===== config.mk =====
export PLATFORM = sky130hd
export DESIGN_NAME = reg_file_mp
export DESIGN_NICKNAME = d
export VERILOG_FILES = /design/src/rtl/reg_file_pkg.sv /design/src/rtl/rf_scoreboard.sv /design/src/rtl/reg_file_mp.sv
export SDC_FILE = /design/constraint.sdc
export NUM_CORES = 2
export LEC_CHECK = 0
export ABC_AREA = 0
export CAP_MARGIN = 20
export CORE_MARGIN = 2
export CORE_UTILIZATION = 35
export DETAILED_ROUTE_END_ITERATION = 12
export PLACE_DENSITY_LB_ADDON = 0.1
export SETUP_SLACK_MARGIN = 0.02
export SYNTH_ARGS = -nofsm -noshare
export SYNTH_HDL_FRONTEND = slang
export SYNTH_HIERARCHICAL = 1
export SYNTH_SLANG_ARGS = --single-unit

===== constraint.sdc =====
create_clock -name clk -period 4.2 [get_ports clk]
set_input_delay 0.84 -clock clk [delete_from_list [all_inputs] [get_ports clk]]
set_output_delay 0.84 -clock clk [all_outputs]
set_load 0.1 [all_outputs]

===== src/rtl/reg_file_pkg.sv =====
// Shared types and helpers for the multi-port register file and its scoreboard.
package reg_file_pkg;

  // Clear-sweep controller states.
  typedef enum logic {
    ST_IDLE  = 1'b0,
    ST_SWEEP = 1'b1
  } rf_state_e;

  // Number of entries addressed by an addr_w-bit index.
  function automatic int rf_depth(input int addr_w);
    return 1 << addr_w;
  endfunction

endpackage


===== src/rtl/rf_scoreboard.sv =====
// Per-register pending scoreboard: a producer reserves a register at issue,
// and the register's write-back clears it. Read ports see the pending bit,
// masked off when the value is being forwarded or the port is blanked.
module rf_scoreboard
  import reg_file_pkg::*;
#(
  parameter int ADDR_W   = 5,
  parameter int N_READ   = 2,
  parameter int N_WRITE  = 2,
  parameter int ZERO_REG = 1
) (
  input  logic                      clk,
  input  logic                      reset,
  input  logic                      clr_all,
  input  logic                      set_en,
  input  logic [ADDR_W-1:0]         set_addr,
  input  logic [N_WRITE-1:0]        clr_en,
  input  logic [N_WRITE*ADDR_W-1:0] clr_addr,
  input  logic [N_READ*ADDR_W-1:0]  raddr,
  input  logic [N_READ-1:0]         rd_mask,
  output logic [N_READ-1:0]         rpend
);

  localparam int DEPTH = rf_depth(ADDR_W);

  logic [DEPTH-1:0] pend_q;
  logic [DEPTH-1:0] pend_d;

  // Next pending vector: write-back clears, then a reservation on the same
  // edge overrides it, and the start of a clear sweep drops everything.
  always_comb begin
    // NOTE: every path starts from a full default, so no latch is inferred.
    pend_d = pend_q;
    for (int j = 0; j < N_WRITE; j++) begin
      if (clr_en[j]) pend_d[clr_addr[j*ADDR_W +: ADDR_W]] = 1'b0;
    end
    if (set_en) pend_d[set_addr] = 1'b1;
    if (clr_all) pend_d = '0;
    if (ZERO_REG != 0) pend_d[0] = 1'b0;
  end

  // Pending state register with synchronous active-low reset.
  always_ff @(posedge clk) begin
    // NOTE: sequential state is updated with non-blocking assignments only.
    if (!reset) pend_q <= '0;
    else        pend_q <= pend_d;
  end

  // Per-port lookup of the pending bit.
  always_comb begin
    rpend = '0;
    for (int i = 0; i < N_READ; i++) begin
      rpend[i] = pend_q[raddr[i*ADDR_W +: ADDR_W]] & ~rd_mask[i];
    end
  end

endmodule


===== src/rtl/reg_file_mp.sv =====
// Multi-port register file for the decode stage: N combinational read ports
// with optional same-cycle write forwarding, M prioritised write ports, a
// pending scoreboard for hazard detection and a one-entry-per-cycle clear sweep.
module reg_file_mp
  import reg_file_pkg::*;
#(
  parameter int DATA_W   = 32,
  parameter int ADDR_W   = 5,
  parameter int N_READ   = 2,
  parameter int N_WRITE  = 2,
  parameter int ZERO_REG = 1,
  parameter int BYPASS   = 1
) (
  input  logic                      clk,
  input  logic                      reset,
  input  logic [N_READ*ADDR_W-1:0]  raddr,
  output logic [N_READ*DATA_W-1:0]  rdata,
  output logic [N_READ-1:0]         rpend,
  input  logic [N_WRITE-1:0]        we,
  input  logic [N_WRITE*ADDR_W-1:0] waddr,
  input  logic [N_WRITE*DATA_W-1:0] wdata,
  input  logic                      rsv_en,
  input  logic [ADDR_W-1:0]         rsv_addr,
  input  logic                      clr_req,
  output logic                      ready,
  output logic                      clr_done
);

  localparam int                DEPTH    = rf_depth(ADDR_W);
  localparam logic [ADDR_W-1:0] LAST_IDX = ADDR_W'(DEPTH - 1);

  rf_state_e         state_q;
  logic [ADDR_W-1:0] idx_q;
  logic              ready_q;
  logic              clr_done_q;
  logic [DATA_W-1:0] mem_q [DEPTH];

  logic              idle;
  logic [N_WRITE-1:0] wr_ok;
  logic [N_READ-1:0]  rd_mask;

  assign idle     = (state_q == ST_IDLE);
  assign ready    = ready_q;
  assign clr_done = clr_done_q;

  // A write is taken only while idle and never to the hard-wired zero entry.
  always_comb begin
    wr_ok = '0;
    for (int j = 0; j < N_WRITE; j++) begin
      wr_ok[j] = we[j] & idle &
                 ~((ZERO_REG != 0) && (waddr[j*ADDR_W +: ADDR_W] == '0));
    end
  end

  // Storage array: prioritised writes while idle, one entry zeroed per sweep cycle.
  always_ff @(posedge clk) begin
    if (!reset) begin
      // NOTE: the array is reset explicitly because reset must leave every entry reading 0.
      for (int k = 0; k < DEPTH; k++) mem_q[k] <= '0;
    end else if (idle) begin
      // Later ports are scheduled last, so the highest index wins on equal addresses.
      for (int j = 0; j < N_WRITE; j++) begin
        if (wr_ok[j]) mem_q[waddr[j*ADDR_W +: ADDR_W]] <= wdata[j*DATA_W +: DATA_W];
      end
    end else begin
      mem_q[idx_q] <= '0;
    end
  end

  // Read muxes: array, then forwarded write data (highest port wins), then blanking.
  always_comb begin
    rdata   = '0;
    rd_mask = '0;
    for (int i = 0; i < N_READ; i++) begin
      rdata[i*DATA_W +: DATA_W] = mem_q[raddr[i*ADDR_W +: ADDR_W]];
      if (BYPASS != 0) begin
        for (int j = 0; j < N_WRITE; j++) begin
          if (wr_ok[j] && (waddr[j*ADDR_W +: ADDR_W] == raddr[i*ADDR_W +: ADDR_W])) begin
            rdata[i*DATA_W +: DATA_W] = wdata[j*DATA_W +: DATA_W];
            rd_mask[i]                = 1'b1;
          end
        end
      end
      if (!idle || ((ZERO_REG != 0) && (raddr[i*ADDR_W +: ADDR_W] == '0))) begin
        rdata[i*DATA_W +: DATA_W] = '0;
        rd_mask[i]                = 1'b1;
      end
    end
  end

  // Clear-sweep controller with registered ready and look-ahead clr_done.
  always_ff @(posedge clk) begin
    if (!reset) begin
      state_q    <= ST_IDLE;
      idx_q      <= '0;
      ready_q    <= 1'b1;
      clr_done_q <= 1'b0;
    end else begin
      case (state_q)
        ST_IDLE: begin
          clr_done_q <= 1'b0;
          if (clr_req) begin
            state_q    <= ST_SWEEP;
            idx_q      <= '0;
            ready_q    <= 1'b0;
            clr_done_q <= (LAST_IDX == '0);
          end
        end
        ST_SWEEP: begin
          if (idx_q == LAST_IDX) begin
            state_q    <= ST_IDLE;
            ready_q    <= 1'b1;
            clr_done_q <= 1'b0;
          end else begin
            idx_q      <= ADDR_W'(idx_q + 1'b1);
            clr_done_q <= (ADDR_W'(idx_q + 1'b1) == LAST_IDX);
          end
        end
        default: begin
          state_q    <= ST_IDLE;
          ready_q    <= 1'b1;
          clr_done_q <= 1'b0;
        end
      endcase
    end
  end

  rf_scoreboard #(
    .ADDR_W   (ADDR_W),
    .N_READ   (N_READ),
    .N_WRITE  (N_WRITE),
    .ZERO_REG (ZERO_REG)
  ) u_scoreboard (
    .clk      (clk),
    .reset    (reset),
    .clr_all  (idle & clr_req),
    .set_en   (idle & rsv_en),
    .set_addr (rsv_addr),
    .clr_en   (wr_ok),
    .clr_addr (waddr),
    .raddr    (raddr),
    .rd_mask  (rd_mask),
    .rpend    (rpend)
  );

endmodule

* After elaboration in Yosys (flattened, before gate mapping)
Memories as Yosys holds them, arrays and structs flattened.
Cells that the tools add are included.
** Operators by class
- Bitwise operators :: 19
- Eq/ne operators :: 9
- Multiplexer cells :: 57
- Magnitude comparators :: 8
- $add $sub $neg :: 1
- Reductions and logical operators :: 19
** Operator list (number)
- two-way mux 32 bit :: 12
- OR reduction 32 bit :: 3
- bitwise AND 32 bit :: 2
- NOT 32 bit :: 2
- OR 32 bit :: 1
- two-way mux 1 bit :: 31
- < comparator 5 x 6 -> 1 bit, second input constant :: 5
- two-way mux 5 bit :: 5
- == test 5 bit :: 4
- logical NOT 5 bit :: 4
- demux 1 bit (select 5 bit) :: 3
- >= comparator 5 x 1 -> 1 bit, second input constant :: 3
- binary-select mux 1 bit (select 5 bit) :: 2
- == test 5 bit, second input constant :: 2
- case mux 5 bit (2 select lines) :: 1
- bitwise AND 1 bit :: 8
- logical AND 1 bit :: 7
- NOT 1 bit :: 6
- case mux 1 bit (2 select lines) :: 3
- adder 5 x 1 -> 5 bit, second input constant :: 1
- != test 2 bit, second input constant :: 2
- AND reduction 2 bit :: 2
- logical OR 1 bit :: 2
- != test 2 x 1 -> 1 bit, second input constant :: 1
- OR reduction 2 bit :: 1
** Storage, ports and cells
- Input bits :: 95
- Output and inout bits :: 68
- RAM bits :: 1024
- Logic and storage cells :: 120
- Memories :: 1
- Register bits :: 40
** Memory list
- mem_q :: depth 32, width 32, rd ports 2, clocked after memory_dff 0, write ports 32, line reg_file_mp.sv:36 : logic [DATA_W-1:0] mem_q [DEPTH];

* Logic depth before layout (Yosys ltp)
- Depth after elaboration :: 11
- Mapped depth :: 10
- Gate-level depth less buffers :: 8

* Cells and area by module
The synthesis kept the hierarchy.
** Modules (own cells, without submodules)
- reg_file_mp :: area each 60419.2 um^2, times used 1, sequential area each 30909.6 um^2, cells each 4809
- rf_scoreboard :: area each 2143.3 um^2, times used 1, sequential area each 620.6 um^2, cells each 235

* Worst setup path after synthesis
Ideal clock, no wire load.
- Path kind :: input port to output port
- Start :: input port waddr[9]
- End :: output port rdata[30]
- Slack :: -1.155 ns
- Stages on the path :: 7
- Data required time :: 3.360 ns
- Buffers on the path :: 3
- Data arrival time :: 4.515 ns
- Cells stage by stage :: buf_2 or3_1 clkbuf_1 o31a_1 a211o_1 buf_4 o31ai_1
** Between the ends
- Cells in the longest elaborated chain, start to end :: 6
- Elaborated cells between the ends (all ways) :: 7
- Classes of those cells :: eq/ne (1); mux (2); bitwise (2); reduce/logical (2)
** RTL lines
- from (decl) :: line reg_file_mp.sv:20 : input logic [N_WRITE*ADDR_W-1:0] waddr,
- logical NOT 5 bit :: line reg_file_mp.sv:51 : ~((ZERO_REG != 0) && (waddr[j*ADDR_W +: ADDR_W] == '0));
- NOT 1 bit :: line reg_file_mp.sv:51
- bitwise AND 1 bit :: line reg_file_mp.sv:50 : wr_ok[j] = we[j] & idle &
- logical AND 1 bit * :: line reg_file_mp.sv:78 : if (wr_ok[j] && (waddr[j*ADDR_W +: ADDR_W] == raddr[i*ADDR_W +: ADDR_W])) begin
- two-way mux 32 bit * :: line reg_file_mp.sv:78
- two-way mux 32 bit * :: line reg_file_mp.sv:84 : if (!idle || ((ZERO_REG != 0) && (raddr[i*ADDR_W +: ADDR_W] == '0))) begin
- to (decl) :: line reg_file_mp.sv:17 : output logic [N_READ*DATA_W-1:0] rdata,
Every way passes the cells marked *; elsewhere a longest branch is shown, timed or not.

* Final worst setup path
- Start :: input port raddr[4]
- End :: output port rdata[31]
** Between the ends
- Cells in the longest elaborated chain, start to end :: 5
- Elaborated cells between the ends (all ways) :: 10
- Classes of those cells :: eq/ne (2); mux (3); reduce/logical (4); memory (1)
** RTL lines
- from (decl) :: line reg_file_mp.sv:16 : input logic [N_READ*ADDR_W-1:0] raddr,
- branches (longest 4 deep; another with memory read (32 x 32 bit))
- two-way mux 32 bit * :: line reg_file_mp.sv:84
Every way passes the cells marked *.

==> metrics.md <==
| Metric | Value |
|---|---|
| Delay-heaviest family, CP | simple AND/OR/NAND/NOR gates |
| PwrDens | 366 mW/mm^2 |
| Min Hold Slack | 0.346 ns |
| 1st-pass router iterations | 6 |
| Drc violations | 0 |
| GPL Wtd Cong | 0.960 |
| Initial antenna violation count | 13 |
| CP most frequent cell | buf_12 |
| Worst Setup End Kind | output port |
| Netlist cell types | 67 |
| Post-DP HPWL | 197,000 um |
| Synthesized area per cell | 12.4 um^2 |
| Crit. path cell count | 12 |
| Total wire length | 310,000 um |
| Mapped Cells | 5,044 |
| VDD IR max | 0.477 mV |
| Most area-consuming cells after synthesis | edfxtp_1 (49%), a22o_1 (13%), mux2i_1 (10%) |
| Clock tree from TritonCTS | done |
| CP cell instances | dlygate4sd2_1 -> buf_6 -> buf_4 -> nand4bb_2 -> buf_12 -> buf_8 -> o22ai_1 -> nor4_2 -> nand3_1 -> nor2_1 -> o32ai_2 -> buf_12 |
| Area delta synth->final | 25.5% |
| CP max stage delay | 0.65 ns |
| Root Driver | clkbuf_16 |
| Unrepaired setup endpoints after global routing | yes |
| Setup slack, reg-to-reg | 1.02 ns |
| Final Setup Violations | 2 |
| Total power | 28.7 mW |
| Die Width | 427 um |
| Sequential area share after synthesis | 50.4% |
| Clk Latency, worst-skew pair | 0.80 ns |
| Clock transition at path regs | 0.05 ns |
| Slew HR | 30.5% |
| Critical path startpoint | raddr[4] |
| Synth Cell Area | 0.0626 mm^2 |
| Num CTS Buffers | 130 |
| Largest net degree at the start of global routing | 63 |
| Core Box Area | 0.178 mm^2 |
| Count leader, synth | edfxtp_1 |
| Area share of the largest cell type after synthesis | 49.2% |
| Ys flop type | edfxtp_1 |
| Die ar. | 0.182 mm^2 |
| DR vias/cell | 6.65 |
| Max Clk Rate | 236 MHz |
| CP Class | primary input to output port |
| Max-cap viol count | 0 |
| Synth warnings | 6 |
| Die height | 427 um |
| Worst Path Buf+Inv | 6 |
| Starting Density | 35.1% |
| # IOs | 163 |
| ANT nets after route | 0 |
| RR Endpoint | mem_q[10][27] |
| Startpoint types | primary input |
| Crit path DAT | 3.40 ns |
| Hold-fix buffers, CTS | 0 |
| Worst R2R Start | state_q |
| Worst R2R Path Depth | 8 |
| Critical Path Sink | rdata[31] |
| Row count | 155 |
| Slew Viols, Final | 0 |
| Post-synthesis register bit count | 1,063 |
| Synth cell count leaders | edfxtp_1 (1,024), a22o_1 (896), mux2i_1 (639) |
| All-Layer GR Usage | 33.2% |
| Vias in the first global route | 50,925 |
| Iteration-0 DRC Markers | 6,943 |
| First-pass GRT wire length | 421,000 um |
| Worst Tran Pin Value | 1.04 ns |
| Fraction of layout cells with a size suffix above 1 | 26.1% |
| Status | finished with violations |
| Leak | 29.3 nW |
| Setup ws final | -0.0449 ns |
| Clk sinks | 1,063 |
| Via count | 52,165 |
| Max Buffers Root-to-Sink | 3 |
| Worst hold path type | primary input to register |
| Failing checks | negative setup slack |
| GRT Residual Overflow | 0 |
| Number of synthesized flops with an enable pin | 1,024 |
| Synth area leader | edfxtp_1 |
| Worst Path Max Fanout | 13 |
| Fin crit period | 4.24 ns |
| Final nets | 5,489 |
| H-tree depth | 4 |
| Port buffer count | 162 |
| Worst Clk Skew | 0.0169 ns |
| Worst path slowest cell | nor4_2 |
| Async SR Flop Fraction | 0% |
| Per-cell routed wire length | 39.5 um |
| Critical Path RT | 3.36 ns |
| Period utilization | 101% |
| Count of final hold-check violations | 0 |
metrics by stage:
stage	TNS (ns)	instance area, um^2	worst slack (ns)	util [%]	std cells
floorplan	-5.29	62800	-0.274	-	5075
global placement	-17.25	72900	-0.789	40.9	7581
detailed placement	-18.04	72900	-0.782	40.9	7582
CTS	0	77800	0.0175	43.7	7830
global route	-0.00769	78500	-0.00581	44.1	7844
finish	-0.0550	78500	-0.0449	44.1	7847
worst min-delay path by stage:
stage	from	depth (start not counted)	slack [ns]	to
finish	reset	2	0.35	ready
global route	reset	2	0.33	ready
floorplan	u_scoreboard/pend_q[12]	2	0.47	u_scoreboard/pend_q[12]
CTS	reset	2	0.31	ready
detailed placement	u_scoreboard/pend_q[17]	2	0.50	u_scoreboard/pend_q[17]
global placement	u_scoreboard/pend_q[9]	2	0.50	u_scoreboard/pend_q[9]
placed cells by master, fill, tap and decap left out, drive strengths merged, types with 6 or more instances in the layout:
cell           instances
conb                  32
dlygate4sd2            9
nor3                  19
nand3b                28
and3b                 13
nor2                 176
nand3                 42
o32ai                 31
clkinv                43
nand4b                 6
a22oi                126
mux4                 215
edfxtp              1024
mux2i                640
dfxtp                 39
nor3b                 18
o21ai                138
nand4bb                6
nand4                 32
xor2                   9
nor4                  67
buf                  785
nor2b                 11
o221ai                10
o2111ai               31
o211ai                36
inv                   49
clkdlybuf4s50         77
a21oi                  7
a22o                 896
and2                  37
a221oi                31
xnor2                 15
o22ai                246
and3                   8
clkbuf               180
nand2b                 7
nand2                298
repair_timing:
| item | CTS | global route |
|---|---|---|
| setup endpoints to repair | 63 | 42 |
| pin swaps | 30 | 27 |
| setup buffers | 14 | 12 |
| gates cloned | 4 | 6 |
| resized for setup | 146 | 87 |
sequential cells by signal (all words and copies together), names as in the netlist:
register / flops
clr_done: 1
idx_q: 5
mem_q: 1024
ready: 1
state_q: 1
u_scoreboard/pend_q: 31
kinds of logic after synthesis:
group / count (synthesis) / synth area share (%)
multiplexers: 857 / 18.0
flip-flops: 1063 / 50.4
AO/OA/AOI/OAI: 1568 / 20.1
other: 1 / 0.00599
AND/OR/NAND/NOR: 790 / 6.18
buffers and inverters: 738 / 4.88
adder cells (fa/ha/maj): 3 / 0.0600
XOR/XNOR: 24 / 0.336
power breakdown:
part	internal [mW]	switching [mW]	total (mW)
clock	6.12	4.78	10.9
combinational	1.96	3.57	5.54
sequential	12.1	0.221	12.3
total	20.1	8.58	28.7
layer usage:
layer / routed length (um) / track usage, % / up-vias
met5: 66 / 0 / -
met4: 16600 / 15.8 / 10
met3: 28200 / 7.01 / 756
met2: 141000 / 51.8 / 3163
met1: 124000 / 43.9 / 27122
li1: - / - / 21114
layout make-up:
class / instances / area [um^2]
inverter: 40 / 150
tap: 2355 / 2950
multi-input combinational: 3274 / 30000
clock inverter: 57 / 433
sequential: 1063 / 31500
timing repair buffer: 882 / 9980
clock buffer: 173 / 3510
fill: 16183 / 99500
antenna: 3 / 7.51
Note: power is estimated with default switching activity, not from simulation.
